**src/rtl/fabric_cfg_loader.sv**
```systemverilog
// fabric_cfg_loader
//   Serial configuration loader for the bidirectional fabric. Hunts for a
//   SYNC byte, then takes a 4-bit target address, the payload (36 bits for a
//   routing block, 6 bits for an IO block) and optionally an even-parity bit.
//   Good frames are committed into the addressed output slice. Bad frames are
//   dropped, and the live configuration is left untouched.
//
//   Optional feature macro: CFG_PARITY_EN
//     defined   : a trailing parity bit is expected and checked (PAR state)
//     undefined : no parity bit; commit happens on the last payload bit
//
// Ports
//   clk        clock
//   rst_n      synchronous active-low reset
//   cfg_sdi    serial data, MSB first
//   cfg_valid  qualifies cfg_sdi; low cycles stall the whole loader
//   cfg_brb    routing configs, target i at [36*i +: 36]
//   cfg_iob    IO configs, target j at [6*j +: 6]
//   cfg_busy   high whenever a frame is in progress (state != HUNT)
//   cfg_done   one-cycle pulse on commit
//   cfg_err    one-cycle pulse on a discarded frame
module fabric_cfg_loader #(
    parameter int         N_BRB = 2,
    parameter int         N_IOB = 2,
    parameter logic [7:0] SYNC  = 8'hA5
) (
    input  logic                clk,
    input  logic                rst_n,
    input  logic                cfg_sdi,
    input  logic                cfg_valid,
    output logic [36*N_BRB-1:0] cfg_brb,
    output logic [6*N_IOB-1:0]  cfg_iob,
    output logic                cfg_busy,
    output logic                cfg_done,
    output logic                cfg_err
);

    typedef enum logic [1:0] {
        HUNT,
        ADDR,
        DATA
`ifdef CFG_PARITY_EN
        , PAR
`endif
    } state_e;

    state_e              state_q;
    logic [6:0]          sync_q;     // last 7 bits; the 8th is the live cfg_sdi
    logic [3:0]          addr_q;
    logic [5:0]          cnt_q;
    logic                brb_sel_q;  // 1: payload is 36 bits, 0: 6 bits
    logic [35:0]         shadow_q;
`ifdef CFG_PARITY_EN
    logic                par_q;      // running XOR of address and payload
`endif
    logic [36*N_BRB-1:0] brb_q;
    logic [6*N_IOB-1:0]  iob_q;
    logic                busy_q, done_q, err_q;

    logic [7:0]  sync_d;
    logic [3:0]  addr_d;
    logic [35:0] shadow_d;
    logic        addr_bad;
    logic        last_bit;

    assign sync_d   = {sync_q, cfg_sdi};
    assign addr_d   = {addr_q[2:0], cfg_sdi};
    assign shadow_d = {shadow_q[34:0], cfg_sdi};
    assign addr_bad = 32'(addr_d) >= N_BRB + N_IOB;
    assign last_bit = cnt_q == (brb_sel_q ? 6'd35 : 6'd5);

    function automatic logic [36*N_BRB-1:0] put_brb(input logic [36*N_BRB-1:0] cur,
                                                    input logic [3:0] a,
                                                    input logic [35:0] v);
        logic [36*N_BRB-1:0] r;
        r = cur;
        for (int i = 0; i < N_BRB; i++)
            if (a == 4'(i)) r[36*i +: 36] = v;
        return r;
    endfunction

    function automatic logic [6*N_IOB-1:0] put_iob(input logic [6*N_IOB-1:0] cur,
                                                   input logic [3:0] a,
                                                   input logic [5:0] v);
        logic [6*N_IOB-1:0] r;
        r = cur;
        for (int j = 0; j < N_IOB; j++)
            if (a == 4'(N_BRB + j)) r[6*j +: 6] = v;
        return r;
    endfunction

    always_ff @(posedge clk) begin
        if (!rst_n) begin
            state_q   <= HUNT;
            sync_q    <= '0;
            addr_q    <= '0;
            cnt_q     <= '0;
            brb_sel_q <= 1'b0;
            shadow_q  <= '0;
`ifdef CFG_PARITY_EN
            par_q     <= 1'b0;
`endif
            brb_q     <= '0;
            iob_q     <= '0;
            busy_q    <= 1'b0;
            done_q    <= 1'b0;
            err_q     <= 1'b0;
        end else begin
            done_q <= 1'b0;
            err_q  <= 1'b0;
            if (cfg_valid) begin
                unique case (state_q)
                    HUNT: begin
                        if (sync_d == SYNC) begin
                            // Clearing here means the register is empty on the
                            // next return to HUNT, so frames never overlap.
                            sync_q  <= '0;
                            cnt_q   <= '0;
`ifdef CFG_PARITY_EN
                            par_q   <= 1'b0;
`endif
                            busy_q  <= 1'b1;
                            state_q <= ADDR;
                        end else begin
                            sync_q <= sync_d[6:0];
                        end
                    end
                    ADDR: begin
                        addr_q <= addr_d;
                        cnt_q  <= cnt_q + 6'd1;
`ifdef CFG_PARITY_EN
                        par_q  <= par_q ^ cfg_sdi;
`endif
                        if (cnt_q == 6'd3) begin
                            cnt_q <= '0;
                            if (addr_bad) begin
                                err_q   <= 1'b1;
                                busy_q  <= 1'b0;
                                state_q <= HUNT;
                            end else begin
                                brb_sel_q <= 32'(addr_d) < N_BRB;
                                state_q   <= DATA;
                            end
                        end
                    end
                    DATA: begin
                        shadow_q <= shadow_d;
                        cnt_q    <= cnt_q + 6'd1;
`ifdef CFG_PARITY_EN
                        par_q    <= par_q ^ cfg_sdi;
                        if (last_bit) state_q <= PAR;
`else
                        if (last_bit) begin
                            if (brb_sel_q) brb_q <= put_brb(brb_q, addr_q, shadow_d);
                            else           iob_q <= put_iob(iob_q, addr_q, shadow_d[5:0]);
                            done_q  <= 1'b1;
                            busy_q  <= 1'b0;
                            state_q <= HUNT;
                        end
`endif
                    end
`ifdef CFG_PARITY_EN
                    PAR: begin
                        if (par_q ^ cfg_sdi) begin
                            err_q <= 1'b1;
                        end else begin
                            if (brb_sel_q) brb_q <= put_brb(brb_q, addr_q, shadow_q);
                            else           iob_q <= put_iob(iob_q, addr_q, shadow_q[5:0]);
                            done_q <= 1'b1;
                        end
                        busy_q  <= 1'b0;
                        state_q <= HUNT;
                    end
`endif
                    default: state_q <= HUNT;
                endcase
            end
        end
    end

    assign cfg_brb  = brb_q;
    assign cfg_iob  = iob_q;
    assign cfg_busy = busy_q;
    assign cfg_done = done_q;
    assign cfg_err  = err_q;

endmodule
```
**config.mk**
```make
export PLATFORM = sky130hd
export DESIGN_NAME = fabric_cfg_loader
export DESIGN_NICKNAME = d
export VERILOG_FILES = /design/src/rtl/fabric_cfg_loader.sv
export SDC_FILE = /design/constraint.sdc
export NUM_CORES = 1
export LEC_CHECK = 0
export CAP_MARGIN = 20
export CORE_MARGIN = 5
export CORE_UTILIZATION = 48
export DETAILED_ROUTE_END_ITERATION = 10
export PLACE_DENSITY = 0.85
export SYNTH_ARGS = -nofsm -noshare
export SYNTH_HDL_FRONTEND = slang
export SYNTH_SLANG_ARGS = --single-unit
export TNS_END_PERCENT = 5
```
**constraint.sdc**
```tcl
create_clock -name clk -period 1.8 [get_ports clk]
set_input_delay 0.36 -clock clk [delete_from_list [all_inputs] [get_ports clk]]
set_output_delay 0.36 -clock clk [all_outputs]
set_load 0.005 [all_outputs]
```
# Yosys cells after proc, flatten, opt, wreduce, memory -nomap -nowiden
# Index checks and enable logic that the tools add are counted.
totals:
  register_bits: 142
  latch_bits: 0
  ramBits: 0
  romBits: 0
  inputBits: 4
  out_inout_bits: 87
  elab_cells: 63
  mem_count: 0
op_classes:
  addsub: 1
  multipliers: 0
  div: 0
  n_lt_le_gt_ge: 2
  eq_ne: 12
  n_shift: 0
  muxes: 17
  bitwise_logic: 2
  n_reduce_logical: 16
op_table:
  columns: ["op", "n"]
  rows:
  - ["$reduce_and A5 Y1", 4]
  - ["$mux W6", 3]
  - ["$pmux W6 S3", 1]
  - ["$reduce_and A4 Y1", 3]
  - ["$eq A4 B2 Y1 const B", 2]
  - ["$eq A8 B8 Y1 const B", 1]
  - ["$mux W2", 4]
  - ["$ne A2 B2 Y1 const B", 4]
  - ["$mux W7", 1]
  - ["$add A6 B1 Y6 const B", 1]
  - ["$eq A6 B2 Y1 const B", 1]
  - ["$eq A6 B6 Y1", 1]
  - ["$mux W1", 6]
  - ["$pmux W2 S3", 1]
  - ["$reduce_and A2 Y1", 3]
  - ["$reduce_and A3 Y1", 2]
  - ["$reduce_and A6 Y1", 1]
  - ["$eq A4 B1 Y1 const B", 1]
  - ["$ge A4 B3 Y1 const B", 1]
  - ["$logic_not A4 Y1", 1]
  - ["$lt A4 B2 Y1 const B", 1]
  - ["$pmux W1 S3", 1]
  - ["$reduce_bool A3 Y1", 1]
  - ["$eq A2 B1 Y1 const B", 1]
  - ["other kinds (3)", 4]

# Logic depth before layout (Yosys ltp)
# Gate-level depths: netlist (run 1).
logic_depth:
  word_depth: 4
  depth_mapped: 9
  depth_no_buf: 7

# Least setup slack after synthesis (run 1)
# OpenSTA, ideal clock, no wires.
synth_path:
  kind: "reg-to-reg"
  start: "register state_q[0]"
  end: "register brb_q[36], in the netlist cfg_brb[36]"
  setup_time_ns: 0.072
  arrival_ns: 1.753
  required_time_ns: 1.728
  setup_slack_ns: -0.025
  stages_incl_launch_ff: 10
  n_path_buf: 3
  period_less_slack_ns: 1.825
  path_cell_list: "dfxtp_1 inv_1 ha_1 and2_1 clkbuf_1 and2_4 and3_4 buf_6 buf_12 mux2i_1"
synth_between:
  elab_chain_len: 2
synth_rtl:
  columns: ["item", "line_no", "rtl"]
  rows:
  - ["from (decl)", "47", "state_e state_q;"]
  - ["from (signal assigned)", "94", "state_q <= HUNT;"]
  - ["from (signal assigned)", "123", "state_q <= ADDR;"]
  - ["from (signal assigned)", "139", "state_q <= HUNT;"]
  - ["$eq A2 B2 Y1", "112", "unique case (state_q)"]
  - ["$reduce_and A5 Y1 (no source line)", null, null]
  - ["to (signal assigned)", "154", "if (brb_sel_q) brb_q <= put_brb(brb_q, addr_q, shadow_d);"]
  - ["to (decl)", "56", "logic [36*N_BRB-1:0] brb_q;"]
# No other way between the ends.
# A chain may end at the register's enable or synchronous reset.

# Worst setup path in the final report (run 1)
layout_path:
  start: "register cnt_q[5]"
  end: "register brb_q[36], in the netlist cfg_brb[36]"
layout_between:
  elab_chain_len: 2
layout_rtl:
  columns: ["item", "line_no", "rtl"]
  rows:
  - ["from (decl)", "50", "logic [5:0] cnt_q;"]
  - ["from (signal assigned)", "130", "cnt_q <= cnt_q + 6'd1;"]
  - ["from (signal assigned)", "148", "cnt_q <= cnt_q + 6'd1;"]
  - ["$eq A6 B6 Y1", "70", "assign last_bit = cnt_q == (brb_sel_q ? 6'd35 : 6'd5);"]
  - ["$reduce_and A5 Y1 (no source line)", null, null]
# No other way between the ends.

==> out/results.ini, run 1 <==
[detailed_routing]
vias=4379
routed-wl-met2_um=6640
detail_route.iter0.violations=233
drc=0
vias_per_cell=5.15
first_pass_iters=4
drt-total-wl_um=12500
maxUsedRoutingLayer=met4
ant_nets=0
wl_met1_um=5230
route.detailed.wl_per_inst_um=14.8
wl_met3_um=524

[synthesis]
yosysWarnings=0
seq_area_frac_synth_pct=51.0
synthTopCellsByArea=dfxtp_1, mux2i_1, nand2_1, a21boi_0, clkbuf_1
syn_nets=606
synth_top_area_cell=dfxtp_1
ys_ff_latch=142
synth_cell_types=38
syn_inst=597
ys.flop_type=dfxtp_1
synth_top_area_share_pct=51.0
syn_area_per_cell_sq_um=9.35
synth_edf_count=0
synthArstFlopShare_pct=0
netlist_area_sq_um=5580

[critical_path]
r2r_setup_slack_ns=0.04
critical-path-max-stage-delay_ns=0.35
worst_path_max_delay_cell=dfxtp_2
startpoint_type=register
cp_cell_sequence=nor4b_4 > o211a_1 > and2_4 > and3_4 > buf_12 > mux2i_1
endpoint_kind=register
worstPathRequired_ns=2.13
cp_max_fo=15
criticalPathCategory=reg -> reg
worstPathArrival_ns=2.09

[die]
dieArea_sq_um=13900
core_sq_um=11400
die_h_um=118
io-pin-count=91
rows=39
die_w_um=118
initial_core_util_pct=48.9

[cts]
ctsHoldBuffers=0
cts_tree=yes
root_buffer=clkbuf_16
clock_latency_ns=0.41
htreeDepth=4
clkSinkCount=142
cts_max_path_buffers=2
numCtsBuffers=17
clkTransAtPathRegs_ns=0.06

[finish]
drive_gt1_share_pct=10.2
design_area_sq_um=7410
fillCellCount=913
ff_latch_area_sq_um=2850
multi_input_area_sq_um=2520
layout_commonest_cell=nand2_1
area_growth_syn_to_layout_pct=32.9
n_antenna_cell=0
layout_common_cells=nand2_1, dfxtp_1, clkdlybuf4s50_1
nNetsFinal=703

[timing]
post-route-period-util_pct=97.8
setup_slack_ns=0.0404
hold_slack_ns=0.352
tns_ns=0
max_slew_margin_pct=70.6
fmax_ghz=0.568
finalHoldViolCount=0
setup_viol=0
worst_pin_slew_ns=0.435
grt_setup_unrepaired=true
final.min_clock_period_ns=1.76
finClkSkew_ns=0.0101
slew_violations=0

[grt]
grt_pass1_wl_um=21400
antenna_found_initial=0
grt_pass1_vias=4518
grt_usage_pct=18.4
grt_max_degree=78
grt_overflow=0

[flow_run]
maxCapViolations=0

[placement]
port_buffers=90
dpl_cell_area_sq_um=6690
place_congestion=0.766
dp_hpwl_um=8250
dp_worst_setup_slack_ns=-0.145

[power]
peakVddDrop_v=0.000576
leakagePower_nw=2.79
power.density_nw_per_um2=947

[run_status]
run_status=completed

[worst_hold_path]
worst_hold_path_type=in -> reg

[what timing repair did]
item,in CTS,in global routing
buffers inserted,0,1
endpoints found under the setup margin,2,69
gates resized for setup,1,19
pin swaps,0,3
[critical path, delay by kind of cell (launching register included)]
| kind | cells | cell delay (ns) |
|---|---|---|
| AOI/OAI and AO/OA | 1 | 0.21 |
| muxes | 1 | 0.24 |
| DFF | 1 | 0.35 |
| and+or+nand+nor | 3 | 0.69 |
| buffers and inverters | 1 | 0.18 |
[cell families (layout without fill, tap and decap cells)]
kind of cell | after synthesis | count (layout) | synth area share [%]
AOI/OAI and AO/OA | 63 | 63 | 8.25
and+or+nand+nor | 257 | 257 | 19.7
buffers and inverters | 43 | 153 | 4.40
muxes | 87 | 87 | 15.6
adders and majority gates | 5 | 5 | 1.12
DFF | 142 | 142 | 51.0
[power by group]
group / total, W / leakage [nW] / internal [W] / switching [W]
sequential: 0.00315 / 1.15 / 0.00314 / 0.00000189
combinational: 0.000105 / 1.34 / 0.0000355 / 0.0000693
clock: 0.00377 / 0.305 / 0.00238 / 0.00139
[synth_stat cells (5+ instances only)]
cell type  count
mux2i_1       87
nand3_1       13
a21boi_0      43
ha_1           5
dfxtp_1      142
nand3b_1       5
inv_1          6
nor2b_1        5
clkbuf_1      26
nand2_1      208
[final timing paths]
kind | startpoint | endpoint | depth (start not counted)
worst min register to register | cfg_brb[45] | cfg_brb[45] | 2
worst min-delay path | rst_n | brb_sel_q | 2
worst max register to register | cnt_q[5] | cfg_brb[36] | 6
worst max-delay path | cnt_q[5] | cfg_brb[36] | 6
[metrics by stage]
| step | cells | power, W | utilization, % |
|---|---|---|---|
| after floorplan | 597 | 0.00329 | - |
| after global placement | 817 | 0.00332 | 58.6 |
| after detailed placement | 817 | 0.00332 | 58.6 |
| after CTS | 849 | 0.00709 | 64.3 |
| after global routing | 850 | 0.00725 | 64.9 |
| final | 850 | 0.00702 | 64.9 |
[registers in the layout, indices dropped and copies added (netlist names)]
signal,flops
cfg_brb,72
shadow_q,35
cfg_iob,12
sync_q,7
cnt_q,6
addr_q,4
state_q,2
brb_sel_q,1
cfg_busy,1
cfg_done,1
cfg_err,1
[final cells by class]
class	count	area share [%]
Clock buffer	18	5.92
Clock inverter	14	2.78
Inverter	6	0.304
Multi-Input combinational cell	412	34.0
Sequential cell	142	38.4
Tap cell	143	2.41
Timing Repair Buffer	115	16.1
[metal layers]
| layer | vias up | track usage (%) |
|---|---|---|
| met3 | 12 | 4.85 |
| li1 | 2189 | - |
| met1 | 2087 | 20.8 |
| met4 | 0 | 7.24 |
| met2 | 91 | 32.7 |
| met5 | - | 0 |
(Power assumes the default switching activity.)
==> run 2: changes to the inputs <==
GPL_ROUTABILITY_DRIVEN = 0   (was default)
==> results of run 2 <==
No change in the layout: final DEF, timing and power equal those of run 1.
==> run 3: changes to the inputs <==
CAP_MARGIN = default   (was 20)
CORE_UTILIZATION = 45   (was 48)
PLACE_DENSITY = 0.81   (was 0.85)
==> run 3 against run 2 <==
Register-to-register slack got worse by 0.02 ns; non-clock buffer count increased by 3; clock-buffer cell count is 4 higher; sequential cell count did not move; first-iteration DRC count grew 36%; setup slack worse by 0.021 ns; fmax shrank 1.2%; cell count up 3.3%; sequential share of layout area grew 0.065 points; critical path type unchanged.
==> out/results.ini, run 3 (synthesis results as in run 1) <==
[finish]
layout_commonest_cell=nand2_1
design_area_sq_um=7400  ; -0.17%
ff_latch_area_sq_um=2850  ; unchanged
layout_common_cells=nand2_1, dfxtp_1, clkdlybuf4s50_1
area_growth_syn_to_layout_pct=32.7
fillCellCount=972  ; +6.5%
finalNonFillerCells=878  ; +3.3%
drive_gt1_share_pct=10.0  ; -0.18 points
multi_input_area_sq_um=2530  ; +0.25%
n_antenna_cell=0  ; unchanged
largest_reg_flops=72  ; unchanged
nNetsFinal=706  ; +0.43%

[timing]
post-route-period-util_pct=98.9  ; +1.2 points
hold_slack_ns=0.268  ; -0.0845 ns
finClkSkew_ns=0.0121  ; +0.00204 ns
grt_setup_unrepaired=true
setup_viol=0  ; unchanged
worst_pin_slew_ns=0.448  ; +0.0131 ns
slew_violations=0  ; unchanged
fmax_ghz=0.562  ; -1.2%
max_slew_margin_pct=70.1  ; -0.46 points
tns_ns=0  ; unchanged
finalHoldViolCount=0  ; unchanged
final.min_clock_period_ns=1.78  ; +0.0213 ns

[power]
leakagePower_nw=2.77  ; -0.74%
power.density_nw_per_um2=853  ; -9.9%
fin_total_pwr_w=0.00632  ; -10%
peakVddDrop_v=0.000696  ; +21%

[cts]
cts_tree=yes
numCtsBuffers=17  ; unchanged
clkSinkCount=142  ; unchanged
cts_max_path_buffers=2  ; unchanged
ctsHoldBuffers=0  ; unchanged
clock_latency_ns=0.42  ; about the same
htreeDepth=4  ; unchanged
clkTransAtPathRegs_ns=0.06  ; about the same
root_buffer=clkbuf_16

[die]
die_w_um=121  ; +3.0%
io-pin-count=91  ; unchanged
core_sq_um=12100  ; +5.6%
die_h_um=121  ; +3.0%
dieArea_sq_um=14700  ; +6.1%
initial_core_util_pct=46.3  ; -2.6 points
rows=40  ; +2.6%

[critical_path]
critical_path_buf_inv_count=1  ; unchanged
endpoint_kind=register
worst_path_max_delay_cell=dfxtp_4
crit-reg2reg-launch=cnt_q[1]
critical-path-max-stage-delay_ns=0.37  ; +0.02 ns
r2r_cells=6  ; unchanged
r2r_setup_slack_ns=0.02  ; -0.02 ns
worstPathArrival_ns=2.11  ; +0.02 ns
crit_family=simple AND/OR/NAND/NOR gates
cp_max_fo=20  ; +5
reg2reg_to=cfg_brb[67]
cp_cell_sequence=nor4b_4 > o211a_1 > and2_4 > and3_4 > buf_12 > mux2i_1
startpoint_type=register
criticalPathCategory=reg -> reg
worstPathRequired_ns=2.13  ; about the same

[placement]
dp_cells=839  ; +2.7%
port_buffers=90  ; unchanged
dp_hpwl_um=8370  ; +1.4%
dpl_cell_area_sq_um=6700  ; +0.13%

[worst_hold_path]
whs_path_depth=2  ; unchanged
worst_hold_path_type=in -> reg
hold_path_startpoint=rst_n
holdPathEnd=cfg_done

[detailed_routing]
vias=4418  ; +0.89%
drt-total-wl_um=13100  ; +4.8%
detail_route.iter0.violations=318  ; +36%
route.detailed.wl_per_inst_um=15.0  ; +1.5%
drc=0  ; unchanged
ant_nets=0  ; unchanged
first_pass_iters=4  ; unchanged
vias_per_cell=5.03  ; -2.3%

[grt]
antenna_found_initial=0  ; unchanged
grt_pass1_wl_um=20500  ; -4.1%
grt_pass1_vias=4256  ; -5.8%
grt_overflow=0  ; unchanged
grt_usage_pct=17.3  ; -1.0 points
grt_max_degree=121  ; +55%

[flow_run]
maxCapViolations=0  ; unchanged

[run_status]
run_status=completed

run 3: changes by cell type in the layout (fill, tap and decap cells not counted), moves of 2 or more:
| cell | change |
|---|---|
| clkbuf_16 | +3 |
| dfxtp_2 | -3 |
| bufinv_16 | -4 |
| dfxtp_1 | +2 |
| clkbuf_1 | +4 |
| clkinv_2 | +5 |
| clkinv_4 | -2 |
| buf_6 | +2 |
run 3: routing by layer:
| layer | global-route usage (%) | share of wire (%) | up-vias |
|---|---|---|---|
| met5 | 0 | 0 | - |
| met4 | 6.72 | 1.7 | 0 |
| met3 | 4.62 | 3.6 | 16 |
| met2 | 30.8 | 54 | 87 |
| met1 | 19.7 | 41 | 2117 |
| li1 | - | - | 2198 |
run 3: how the worst max path moves through the flow:
| stage | startpoint | to | cells after the start |
|---|---|---|---|
| 4_1_cts | state_q[0] | cfg_brb[16] | 7 |
| 2_1_floorplan | state_q[0] | cfg_brb[36] | 9 |
| 3_3_place_gp | cfg_sdi | cnt_q[1] | 6 |
| 6_report | cnt_q[1] | cfg_brb[67] | 6 |
| 5_1_grt | cnt_q[1] | cfg_brb[67] | 6 |
| 3_5_place_dp | cfg_valid | cfg_brb[16] | 6 |
run 3: metrics by stage:
stage / util (%) / worst slack (ns)
after floorplan: - / 0.0633
after global placement: 55.5 / -0.0918
after detailed placement: 55.5 / -0.161
after CTS: 59.9 / 0.0167
after global routing: 61.4 / -0.0634
final: 61.4 / 0.0191
run 3: what timing repair did:
item                       4_1_cts  5_1_grt
gates resized for setup          2       18
cloned                           0        4
pin swaps                        0        3
buffers inserted                 0        3
setup endpoints to repair        4       50
run 3: layout make-up:
class	instances	area share (%)
repair buffers	118	17.1
flip-flops and latches	142	38.5
clock buffers	22	6.14
multi-input cells	412	34.2
clock inverters	10	0.896
inverters	6	0.304
well taps	168	2.84
run 3: where the power goes:
group | switching (W) | internal, W | leakage, nW
Sequential | 0.00000186 | 0.00314 | 1.15
Clock | 0.00128 | 0.00179 | 0.254
Combinational | 0.0000702 | 0.0000346 | 1.37
